## config.mk

```make
export PLATFORM = sky130hd
export DESIGN_NAME = imm_split_seq
export DESIGN_NICKNAME = d
export VERILOG_FILES = /design/src/rtl/imm_split_seq.sv
export SDC_FILE = /design/constraint.sdc
export NUM_CORES = 1
export LEC_CHECK = 0
export ABC_AREA = 1
export CORE_ASPECT_RATIO = 1.5
export CORE_MARGIN = 2
export CORE_UTILIZATION = 34
export CTS_CLUSTER_DIAMETER = 100
export CTS_CLUSTER_SIZE = 12
export DETAILED_ROUTE_END_ITERATION = 8
export PLACE_DENSITY_LB_ADDON = 0.15
export REMOVE_ABC_BUFFERS = 1
export SLEW_MARGIN = 20
export SYNTH_ARGS = -nofsm -noshare
export SYNTH_HDL_FRONTEND = slang
export SYNTH_SLANG_ARGS = --single-unit
```

## constraint.sdc

```tcl
create_clock -name clk_i -period 2.2 [get_ports clk_i]
set_input_delay 0.44 -clock clk_i [delete_from_list [all_inputs] [get_ports clk_i]]
set_output_delay 0.44 -clock clk_i [all_outputs]
set_load 0.005 [all_outputs]
```

## src/rtl/imm_split_seq.sv

```systemverilog
// Splits one operand word into a high then low set-immediate micro-op.
// Replaying both halves onto a register reproduces the original word.
module imm_split_seq #(
  parameter int W_OPR = 32,
  parameter int W_IMM = 16
) (
  input  logic             clk_i,
  input  logic             rst_n_i,
  input  logic             flush_i,
  input  logic             val_i,
  input  logic [W_OPR-1:0] value_i,
  output logic             ready_o,
  output logic             set_valid_o,
  input  logic             set_ready_i,
  output logic [W_IMM-1:0] set_imm_o,
  output logic             set_high_o,
  output logic             busy_o,
  output logic             done_o
);

  typedef enum logic [1:0] {
    IDLE      = 2'd0,
    EMIT_HIGH = 2'd1,
    EMIT_LOW  = 2'd2
  } state_t;

  state_t           state;
  state_t           state_nxt;
  logic [W_OPR-1:0] held;
  logic             accept;
  logic             retire;
  logic             low_done;

  assign accept = val_i & ready_o;
  assign retire = set_valid_o & set_ready_i;

  always_comb begin
    state_nxt   = state;
    ready_o     = 1'b0;
    set_valid_o = 1'b0;
    set_high_o  = 1'b0;
    set_imm_o   = '0;
    low_done    = 1'b0;
    unique case (state)
      IDLE: begin
        ready_o = !flush_i;
        if (accept)
          state_nxt = EMIT_HIGH;
      end
      EMIT_HIGH: begin
        set_valid_o = 1'b1;
        set_high_o  = 1'b1;
        set_imm_o   = held[W_OPR-1:W_IMM];
        if (retire)
          state_nxt = EMIT_LOW;
      end
      EMIT_LOW: begin
        set_valid_o = 1'b1;
        set_imm_o   = held[W_IMM-1:0];
        ready_o     = !flush_i & set_ready_i;
        if (retire) begin
          low_done  = 1'b1;
          state_nxt = accept ? EMIT_HIGH : IDLE;
        end
      end
      default: state_nxt = IDLE;
    endcase
    // Flush overrides everything, including a same-cycle retire.
    if (flush_i)
      state_nxt = IDLE;
  end

  always_ff @(posedge clk_i or negedge rst_n_i) begin
    if (!rst_n_i) begin
      state  <= IDLE;
      held   <= '0;
      done_o <= 1'b0;
    end else begin
      state  <= state_nxt;
      done_o <= low_done & !flush_i;
      if (accept)
        held <= value_i;
    end
  end

  assign busy_o = (state != IDLE);

endmodule

```

**Yosys cells after proc, flatten, opt, wreduce, memory -nomap -nowiden**

Index checks and enable logic that the tools add are counted.

- Bits in writable memories: 0
- Memories: 0
- Logic and storage cells: 29
- Memory bits (read-only): 0
- Bits of input ports: 37
- Output and inout bits: 21
- Latch bits: 0
- Bits in registers: 35

- Reductions and logical operators: 5
- Multiplexer cells: 12
- Shift operators: 0
- Divide/modulo/power cells: 0
- Equality and inequality tests: 5
- Order comparisons: 0
- Add/sub/neg operators: 0
- Multipliers: 0
- Bitwise operators: 4

Operators by type and width:

| cell | count |
|---|---|
| one-hot mux 16 bit (2 select lines) | 1 |
| != test 3 bit (second input constant) | 3 |
| 2-to-1 mux 2 bit | 4 |
| one-hot mux 2 bit (3 select lines) | 1 |
| 2-to-1 mux 1 bit | 5 |
| AND 1 bit | 4 |
| AND reduction 3 bit | 1 |
| equality test 2 x 1 -> 1 bit (second input constant) | 1 |
| equality test 2 bit (second input constant) | 1 |
| zero test 2 bit | 1 |
| one-hot mux 1 bit (2 select lines) | 1 |
| nonzero test 2 bit | 1 |
| OR reduction 2 bit | 1 |
| zero test 1 bit | 1 |

**Depth between registers and ports, before layout**

Gate-level depths: netlist (run 1).

- Depth in word-level cells: 8
- Depth in mapped cells: 11
- Mapped depth without buffers: 9

**Worst setup path before layout (run 1)**

No wires, ideal clock.

- Path kind: register -> output
- Start point: register state[1]
- End point: output set_imm_o[10]
- Cell stages (with the launch flop): 7
- Setup slack: 0.433 ns
- Buffers on the path: 2
- Data required time: 1.760 ns
- Arrival time: 1.327 ns
- Path through: dfrtp_1 -> inv_1 -> ha_1 -> clkbuf_1 -> buf_2 -> nand2_1 -> a21oi_1

- Cells in the longest elaborated chain, start to end: 2
- Elaborated cells between the ends (all ways): 3
- Classes of those cells: 2 x eq/ne; 1 x mux

Ends and longest elaborated chain:

| what | line | source |
|---|---|---|
| from (decl) | 27 | `state_t state;` |
| from (signal assigned) | 79 | `state <= state_nxt;` |
| equality test 2 bit / equality test 2 x 1 -> 1 bit (equally long branches) | 44 | `unique case (state)` |
| one-hot mux 16 bit (2 select lines) * | 44 |  |
| to (decl) | 15 | `output logic [W_IMM-1:0] set_imm_o,` |

Every way passes the cells marked *; elsewhere a longest branch is shown, timed or not.

**Worst setup path in the final report (run 1)**

- Start point: register state[0]
- End point: output set_high_o

- Cells in the longest elaborated chain, start to end: 2

Ends and longest elaborated chain:

| what | line | source |
|---|---|---|
| equality test 2 x 1 -> 1 bit | 44 |  |
| 2-to-1 mux 1 bit | 44 |  |
| to (decl) | 16 | `output logic set_high_o,` |

Every way passes these cells.

==> results.md, run 1 <==
* Routed len/inst at roughly 11 um
* Distinct cells, synth at 22
* Remaining antenna violation count at 0
* Die area at slightly below 6000 um2
* PwrDens at 991.7 nW/um2
* RSZ-0062 raised after global routing: no
* Top-area cell type share of the netlist area at between 40% and 50%
* Clock Sinks at 35
* Critical setup path kind: reg -> out
* RePlAce Congestion at ~0.84
* Yosys reg bits at 35
* Outcome: complete, no violations
* Site Rows at 32
* Initial Util at 35.13%
* Share of cells above drive strength 1 at 13.84%
* Least-Margin Pin Slew at around 0.77 ns
* CP Data Required Time at ~1.8 ns
* Placed instance area at between 2000 and 2500 um2
* CTS max path bufs at 2
* Vias in the first global route at ~1.5k
* Core Area at 5125 um2
* DR pass1 iterations at 3
* Critical path startpoint category: flip-flop
* Worst Setup End Kind: output pin
* CTS root buffer: clkbuf_8
* DRC viols at 0
* Fmax achieved at 479.5 MHz
* Minimum clock period at between 2 and 2.5 ns
* Fin nets at 330
* Yosys top cell by area: dfrtp_1
* Setup Fix Bufs, Post-CTS at 0
* Post-route cell area at ~2600 um2
* FFs w/ async S/R, synth at 100.0%
* Most common cell in the netlist: nand2_1
* EDFF count, synth at 0
* Max VDD drop at about 0.67 mV
* Post-cts hold buffer count at 0
* Main synth FF type: dfrtp_1
* H-tree levels at 2
* Die height at 93.13 um
* CTS Buf Count at 5
* Register area share after synthesis at slightly below 50%
* Area Growth Syn to Fin at 45.31%
* CP arrival at 1.65 ns
* DR iter-0 viols at 34
* Final hold vios at 0
* Count of input and output buffers at 57
* Largest net degree at the start of global routing at 36
* IO Pins at just under 60
* Setup TNS at 0 ns
* # setup viols final at 0
* Slew headroom at 48.35%
* Overflow after GRT at 0
* Worst-Skew Late Latency at roughly 0.28 ns
* Routed wire length at between 3 and 4 mm
* ANT cells at 0
* Hold Crit Class: in -> async
* PnR worst setup slack at ~0.11 ns
* Hpwl dp at roughly 2.8 mm
* Fin crit share at a little over nine tenths
* Die Wd at 63.42 um
* Routed vias at between 1.5k and 2k
* Vias per cell at between 4 and 5
* Gate Count Post-Synth at approximately 220
* Gr usage total at around 15%
* First-pass GRT wire length at approximately 6.8 mm
* Final Max Slew Viols at 0
* MaxCap Viol Count at 0
* CTS tree: yes
* Worst-path clk slew at about 0.070 ns
* Mapped Avg Cell Area at roughly 8 um2
* Fillers at ~550
* LEAKAGE at 1.317 nW
* Worst slack, placed at 0.06946 ns
* Top post-synthesis cells by area: dfrtp_1 49%, nand2_1 15%, inv_1 7.7%
* Initial antenna violation count at 0
* Clock Skew at ~0.0033 ns
* Netlist area before placement at ~1800 um2
* Yosys warning count at 0
* Worst-path fanout max at 10
* Post-synth top cells: 72 x nand2_1, 37 x inv_1, 35 x dfrtp_1, 22 x o21ai_1, 16 x a21oi_1
## final timing paths
kind | from | end | slack [ns] | cells after the start
worst max register to register | state[1] | held[23] | 0.49 | 10
max in group asynchronous | rst_n_i | held[19] | 1.47 | 1
worst min-delay path | rst_n_i | held[29] | 0.23 | 1
worst min register to register | held[4] | held[4] | 0.48 | 2
min in group clk_i | held[4] | held[4] | 0.48 | 2
worst max-delay path | state[0] | set_high_o | 0.11 | 4
## placed cells by master (no fill, tap or decap), types with 2 or more instances in the layout
cell,instances
a21oi_1,15
a21oi_2,2
buf_12,2
buf_4,7
buf_6,4
clkbuf_8,7
clkdlybuf4s50_1,39
dfrtp_1,35
dlygate4sd2_1,16
ha_1,3
ha_4,2
inv_1,35
inv_2,2
nand2_1,72
nand3_1,4
nor2_4,2
o21ai_1,22
o21ai_2,10
## critical path: stages (launching register included)
cell,delay (ns)
dfrtp_1,0.39
buf_4,0.15
ha_1,0.23
buf_6,0.15
clkdlybuf4s50_1,0.44
## routing by layer
metal  track usage, %  up-vias  share of wire [%]  wire length [um]
li1                 -      816                  -                 -
met1            16.98      696                 43              1663
met2            25.53       35                 50              1935
met3            2.647       10                3.6               140
met4            7.065        0                3.0               116
met5                0        -                  0                 0
## state kept, by name, summed over array words and instances, names as in the netlist
register  flops
state         2
done_o        1
held         32
## layout make-up
class | instances | area [um2] | share of cell area [%]
tap | 68 | 85.08 | 3.252
clock buffer | 8 | 100.1 | 3.826
inverter | 38 | 142.6 | 5.452
multi-input combinational | 138 | 726.9 | 27.79
timing repair buffer | 70 | 685.7 | 26.21
sequential | 35 | 875.8 | 33.48
## logic make-up (layout without fill, tap and decap cells)
family,after synthesis,in the layout,synth area share (%)
AND/OR/NAND/NOR,83,83,18.83
AO/OA/AOI/OAI,50,50,16.19
buffers and inverters,50,116,12.86
flip-flops,35,35,48.64
adder cells (fa/ha/maj),5,5,3.475
## what timing repair did
item                                    in CTS  in global routing
gates resized for setup                     24                  4
endpoints found under the setup margin      17                  2
pin swaps                                    0                  1
gates cloned                                 0                  0
endpoints found under the hold margin        0                  0
## metrics by stage
stage | utilization (%) | total power, mW | cells | hold slack [ns]
2_1_floorplan | - | 1.626 | 211 | 0.1444
3_3_place_gp | 48.49 | 2.058 | 349 | 0.4650
5_1_grt | 51.05 | 2.820 | 357 | 0.2962
3_5_place_dp | 48.49 | 2.080 | 349 | 0.4705
6_report | 51.05 | 2.594 | 357 | 0.2340
4_1_cts | 50.63 | 2.609 | 357 | 0.2617
## report_power, final
| group | total (mW) | internal (mW) | switching [mW] |
|---|---|---|---|
| combinational | 1.02 | 0.490 | 0.526 |
| clock | 0.503 | 0.286 | 0.218 |
| sequential | 1.08 | 0.930 | 0.145 |
| total | 2.59 | 1.71 | 0.889 |
Power figures use the tool's default switching activity.
==> inputs of run 2 (changes only) <==
--- a/config.mk
+++ b/config.mk
@@ -6,6 +6,8 @@
 export NUM_CORES = 1
 export LEC_CHECK = 0
 export ABC_AREA = 1
+export CELL_PAD_IN_SITES_DETAIL_PLACEMENT = 0
+export CELL_PAD_IN_SITES_GLOBAL_PLACEMENT = 1
 export CORE_ASPECT_RATIO = 1.5
 export CORE_MARGIN = 2
 export CORE_UTILIZATION = 34
@@ -13,7 +15,6 @@
 export CTS_CLUSTER_SIZE = 12
 export DETAILED_ROUTE_END_ITERATION = 8
 export PLACE_DENSITY_LB_ADDON = 0.15
-export REMOVE_ABC_BUFFERS = 1
 export SLEW_MARGIN = 20
 export SYNTH_ARGS = -nofsm -noshare
 export SYNTH_HDL_FRONTEND = slang
==> results.md, run 2 (synthesized netlist as in run 1, its figures left out) <==
* Commonest cells after routing, fill and taps aside: 71 x nand2_1, 39 x clkdlybuf4s50_1, 35 x inv_1, 35 x dfrtp_1, 22 x o21ai_1
* Final Max Slew Viols at 0
* Critical path startpoint category: flip-flop
* Initial antenna violation count at 0
* Commonest non-fill, non-tap cell in the layout: nand2_1
* Worst slack, placed at 0.07278 ns
* Hold Crit Class: in -> async
* P_int at ~1.6 mW
* Worst-path fanout max at 10
* Die area at 5906 um2
* CP arrival at 1.68 ns
* Max reg flops at 32
* Routed len/inst at roughly 13 um
* Remaining antenna violation count at 0
* Switching power of the nets at just over 0.9 mW
* RePlAce Congestion at 0.7324
* Gr usage total at 16.83%
* CP Data Required Time at 1.76 ns
* Hpwl dp at roughly 3.2 mm
* Fin crit share at around 97%
* Clk pwr share at approximately 17%
* CTS max path bufs at 2
* DR pass1 iterations at 4
* LEAKAGE at between 1 and 1.5 nW
* Fillers at around 560
* Flop pwr share at between 40 and 50%
* Switching part of the total at 35.75%
* Vias in the first global route at 1567
* Share of cells above drive strength 1 at ~15%
* Most flops, register: held
* Fin nets at 330
* Clock Sinks at 35
* Area Growth Syn to Fin at 45.10%
* Worst-Skew Late Latency at roughly 0.28 ns
* First-pass GRT wire length at roughly 7.7 mm
* Vias per cell at 4.462
* IO Pins at between 50 and 60
* Die height at approximately 93 um
* Overflow after GRT at 0
* Initial Util at 35.13%
* Outcome: complete, no violations
* Routed wire length at roughly 4.5 mm
* Fmax achieved at ~470 MHz
* Setup TNS at 0 ns
* Count of input and output buffers at 57
* Site Rows at 32
* Minimum clock period at approximately 2.1 ns
* DR iter-0 viols at 32
* Logic gate share of total power at about 40%
* Critical setup path kind: reg -> out
* Worst-path clk slew at roughly 0.070 ns
* Slew headroom at between 40% and 50%
* MaxCap Viol Count at 0
* CTS root buffer: clkbuf_8
* Final hold vios at 0
* Core Area at slightly above 5000 um2
* Die Wd at approximately 63 um
* Post-Syn Nets at between 200 and 300
* Max VDD drop at slightly above 0.4 mV
* H-tree levels at 2
* RSZ-0062 raised after global routing: no
* Worst Setup End Kind: output pin
* CTS tree: yes
* PwrDens at between 900 and 1000 nW/um2
* # setup viols final at 0
* Least-Margin Pin Slew at 0.7976 ns
* ANT cells at 0
* CTS Buf Count at 5
* Post-cts hold buffer count at 0
* PnR worst setup slack at between 0.07 and 0.08 ns
* Clock Skew at roughly 0.0056 ns
* Routed vias at around 1.6k
* Largest net degree at the start of global routing at 36
* DRC viols at 0
* Top flop regs: held x32, state x2, done_o x1
## run 2: layer usage
metal	part of all wire (%)	GRT usage (%)	up-vias
met5	0	0	-
li1	-	-	812
met3	4.1	3.610	4
met1	42	20.40	736
met2	53	29.47	41
met4	1.3	5.435	0
## run 2: final cells by class
| type | instances | area, um2 | share of cell area [%] |
|---|---|---|---|
| timing repair buffer | 70 | 688.2 | 26.34 |
| tap | 68 | 85.08 | 3.257 |
| multi-input combinational | 138 | 739.5 | 28.30 |
| sequential | 35 | 875.8 | 33.52 |
| clock inverter | 1 | 5.005 | 0.1916 |
| inverter | 38 | 142.6 | 5.460 |
| clock buffer | 7 | 76.32 | 2.921 |
## run 2: power groups by stage
| stage | Sequential (mW) | Combinational [mW] | Clock, mW |
|---|---|---|---|
| floorplan | 1.05 | 0.634 | 0 |
| global placement | 1.10 | 0.965 | 0 |
| detailed placement | 1.10 | 0.977 | 0 |
| CTS | 1.09 | 1.04 | 0.463 |
| global route | 1.12 | 1.15 | 0.495 |
| finish | 1.09 | 1.02 | 0.444 |
## run 2: critical path: stages, from the launching register on
cell,delay (ns)
dfrtp_1,0.39
buf_4,0.16
ha_4,0.17
buf_12,0.14
nand2_2,0.07
nand2_1,0.07
and2_1,0.15
dlygate4sd2_1,0.25
## run 2: metrics by stage
step           total power [mW]  std cells  area, um2  utilization, %  hold WS, ns
2_1_floorplan             1.688        223       1800               -       0.1444
3_3_place_gp              2.063        348       2465           48.10       0.4681
3_5_place_dp              2.078        348       2465           48.10       0.4693
4_1_cts                   2.591        357       2609           50.90       0.2642
5_1_grt                   2.773        357       2613           50.98       0.3013
6_report                  2.557        357       2613           50.98       0.2371
## run 2: worst paths after layout
path / startpoint / endpoint / slack (ns) / depth (start not counted)
worst min-delay path: rst_n_i / held[9] / 0.24 / 1
worst max register to register: state[1] / held[19] / 0.37 / 10
worst min register to register: held[6] / held[6] / 0.49 / 2
worst max-delay path: state[1] / ready_o / 0.08 / 7
min in group clk_i: held[6] / held[6] / 0.49 / 2
max in group asynchronous: rst_n_i / held[2] / 1.45 / 1
## run 2: repair_timing
| action | in CTS | in global routing |
|---|---|---|
| setup endpoints to repair | 17 | 2 |
| setup buffers | 0 | 0 |
| cloned | 1 | 0 |
| pin swaps | 0 | 1 |
| gates resized for setup | 29 | 2 |
==> inputs of run 3 (changes only) <==
--- a/config.mk
+++ b/config.mk
@@ -9,7 +9,7 @@
 export CELL_PAD_IN_SITES_DETAIL_PLACEMENT = 0
 export CELL_PAD_IN_SITES_GLOBAL_PLACEMENT = 1
 export CORE_ASPECT_RATIO = 1.5
-export CORE_MARGIN = 2
+export CORE_MARGIN = 4
 export CORE_UTILIZATION = 34
 export CTS_CLUSTER_DIAMETER = 100
 export CTS_CLUSTER_SIZE = 12
==> results.md, run 3 (synthesized netlist as in run 1, its figures left out) <==
* Fin crit share at between 90% and 100%
* Post-cts hold buffer count at 0
* DRC viols at 0
* Most flops, register: held
* RePlAce Congestion at ~0.78
* Share of cells above drive strength 1 at a little under a fifth
* Commonest cells after routing, fill and taps aside: 70 x nand2_1, 38 x clkdlybuf4s50_1, 35 x inv_1, 35 x dfrtp_1, 22 x o21ai_1
* CTS max path bufs at 2
* Initial antenna violation count at 0
* Vias per cell at ~4.4
* Overflow after GRT at 0
* Count of input and output buffers at 57
* Largest net degree at the start of global routing at 36
* Clock Sinks at 35
* Design Power at between 2 and 3 mW
* H-tree levels at 2
* Die area at ~6500 um2
* Gr usage total at 14.87%
* Worst Setup End Kind: output pin
* Max VDD drop at 0.4185 mV
* Initial Util at 35.13%
* CP Data Required Time at 1.76 ns
* CTS Buf Count at 5
* Slew headroom at a little under half
* IO Pins at 58
* Critical path startpoint category: flip-flop
* Routed vias at 1604
* Die height at 97.13 um
* Least-Margin Pin Slew at just under 0.8 ns
* Worst-path clk slew at about 0.060 ns
* Flop pwr share at between 40% and 50%
* Fillers at 545
* Switching power of the nets at slightly above 0.9 mW
* Fin nets at between 300 and 400
* LEAKAGE at 1.308 nW
* Routed len/inst at ~12 um
* Post-route cell area at roughly 2600 um2
* Hold Crit Class: in -> async
* # setup viols final at 0
* MaxCap Viol Count at 0
* Worst-Skew Late Latency at 0.28 ns
* Logic gate share of total power at about two fifths
* Core Area at around 5000 um2
* DR iter-0 viols at 62
* Final hold slack at roughly 0.24 ns
* Top flop regs: held x32, state x2, done_o x1
* ANT cells at 0
* Minimum clock period at 2.116 ns
* Final Max Slew Viols at 0
* Routed wire length at between 4 and 5 mm
* Worst-path fanout max at 9
* Outcome: complete, no violations
* Post-Syn Nets at 265
* Placed instance area at between 2000 and 2500 um2
* Clock Skew at 0.007989 ns
* Critical setup path kind: reg -> out
* DR pass1 iterations at 4
* First-pass GRT wire length at about 7.4 mm
* PwrDens at 982.0 nW/um2
* Remaining antenna violation count at 0
* Area Growth Syn to Fin at 46.28%
* Switching part of the total at between 30% and 40%
* P_int at between 1.5 and 2 mW
* Commonest non-fill, non-tap cell in the layout: nand2_1
* CTS tree: yes
* CTS root buffer: clkbuf_8
* Die Wd at 67.42 um
* Max reg flops at 32
* Site Rows at 32
* CP arrival at roughly 1.7 ns
* Final hold vios at 0
* Clk pwr share at ~17%
* Final Util at roughly half
* Vias in the first global route at around 1.6k
* Hpwl dp at about 3.4 mm
* Fmax achieved at 472.7 MHz
[run 3: cell types whose count changed in the layout (fill, tap and decap cells not counted), moves of 2 or more]
cell,before,now
clkbuf_2,0,3
buf_4,9,16
buf_6,2,0
dlygate4sd2_1,16,11
clkdlybuf4s15_1,1,3
[run 3: final timing paths]
path | slack, ns | startpoint | cells past startpoint | to
max in group asynchronous | 1.47 | rst_n_i | 1 | state[0]
worst max-delay path | 0.08 | state[0] | 7 | set_imm_o[13]
worst min-delay path | 0.24 | rst_n_i | 1 | held[8]
min in group clk_i | 0.48 | held[12] | 2 | held[12]
worst min register to register | 0.48 | held[12] | 2 | held[12]
worst max register to register | 0.40 | state[1] | 10 | held[20]
[run 3: stage by stage]
stage	std cells	worst slack [ns]	setup TNS, ns
5_1_grt	362	-0.01318	-0.01318
3_3_place_gp	350	0.04890	0
3_5_place_dp	350	0.01927	0
6_report	362	0.08428	0
4_1_cts	361	0.02456	0
2_1_floorplan	223	0.4334	0
[run 3: critical path, stage by stage (launching register included)]
cell and delay [ns]:
dfrtp_1 0.39, buf_4 0.15, ha_2 0.19, buf_12 0.14
buf_4 0.15, nand2_1 0.07, a21oi_2 0.06, dlygate4sd2_1 0.26
[run 3: layer usage]
layer  up-vias  part of all wire, %  global-route usage, %
li1        822                    -                      -
met1       737                   41                  18.43
met2        41                   54                  25.38
met3         4                  4.4                  3.125
met4         0                  1.0                  4.219
met5         -                    0                      0
[run 3: cell type report]
class	instances	area, um2	area share (%)
flip-flops and latches	35	875.8	33.25
multi-input cells	138	745.7	28.31
repair buffers	75	699.4	26.56
inverters	38	142.6	5.416
well taps	68	85.08	3.230
clock buffers	6	72.57	2.755
clock inverters	2	12.51	0.4751
[run 3: repair_timing]
action | CTS | global route
gates resized for setup | 25 | 15
setup endpoints to repair | 17 | 10
endpoints found under the hold margin | 0 | 0
setup buffers | 3 | 1
[run 3: power by group through the flow]
stage / Combinational, mW / Clock (mW) / Sequential (mW)
2_1_floorplan: 0.634 / 0 / 1.05
6_report: 1.05 / 0.447 / 1.09
4_1_cts: 1.05 / 0.464 / 1.09
3_5_place_dp: 1.01 / 0 / 1.10
3_3_place_gp: 0.992 / 0 / 1.10
5_1_grt: 1.19 / 0.492 / 1.12
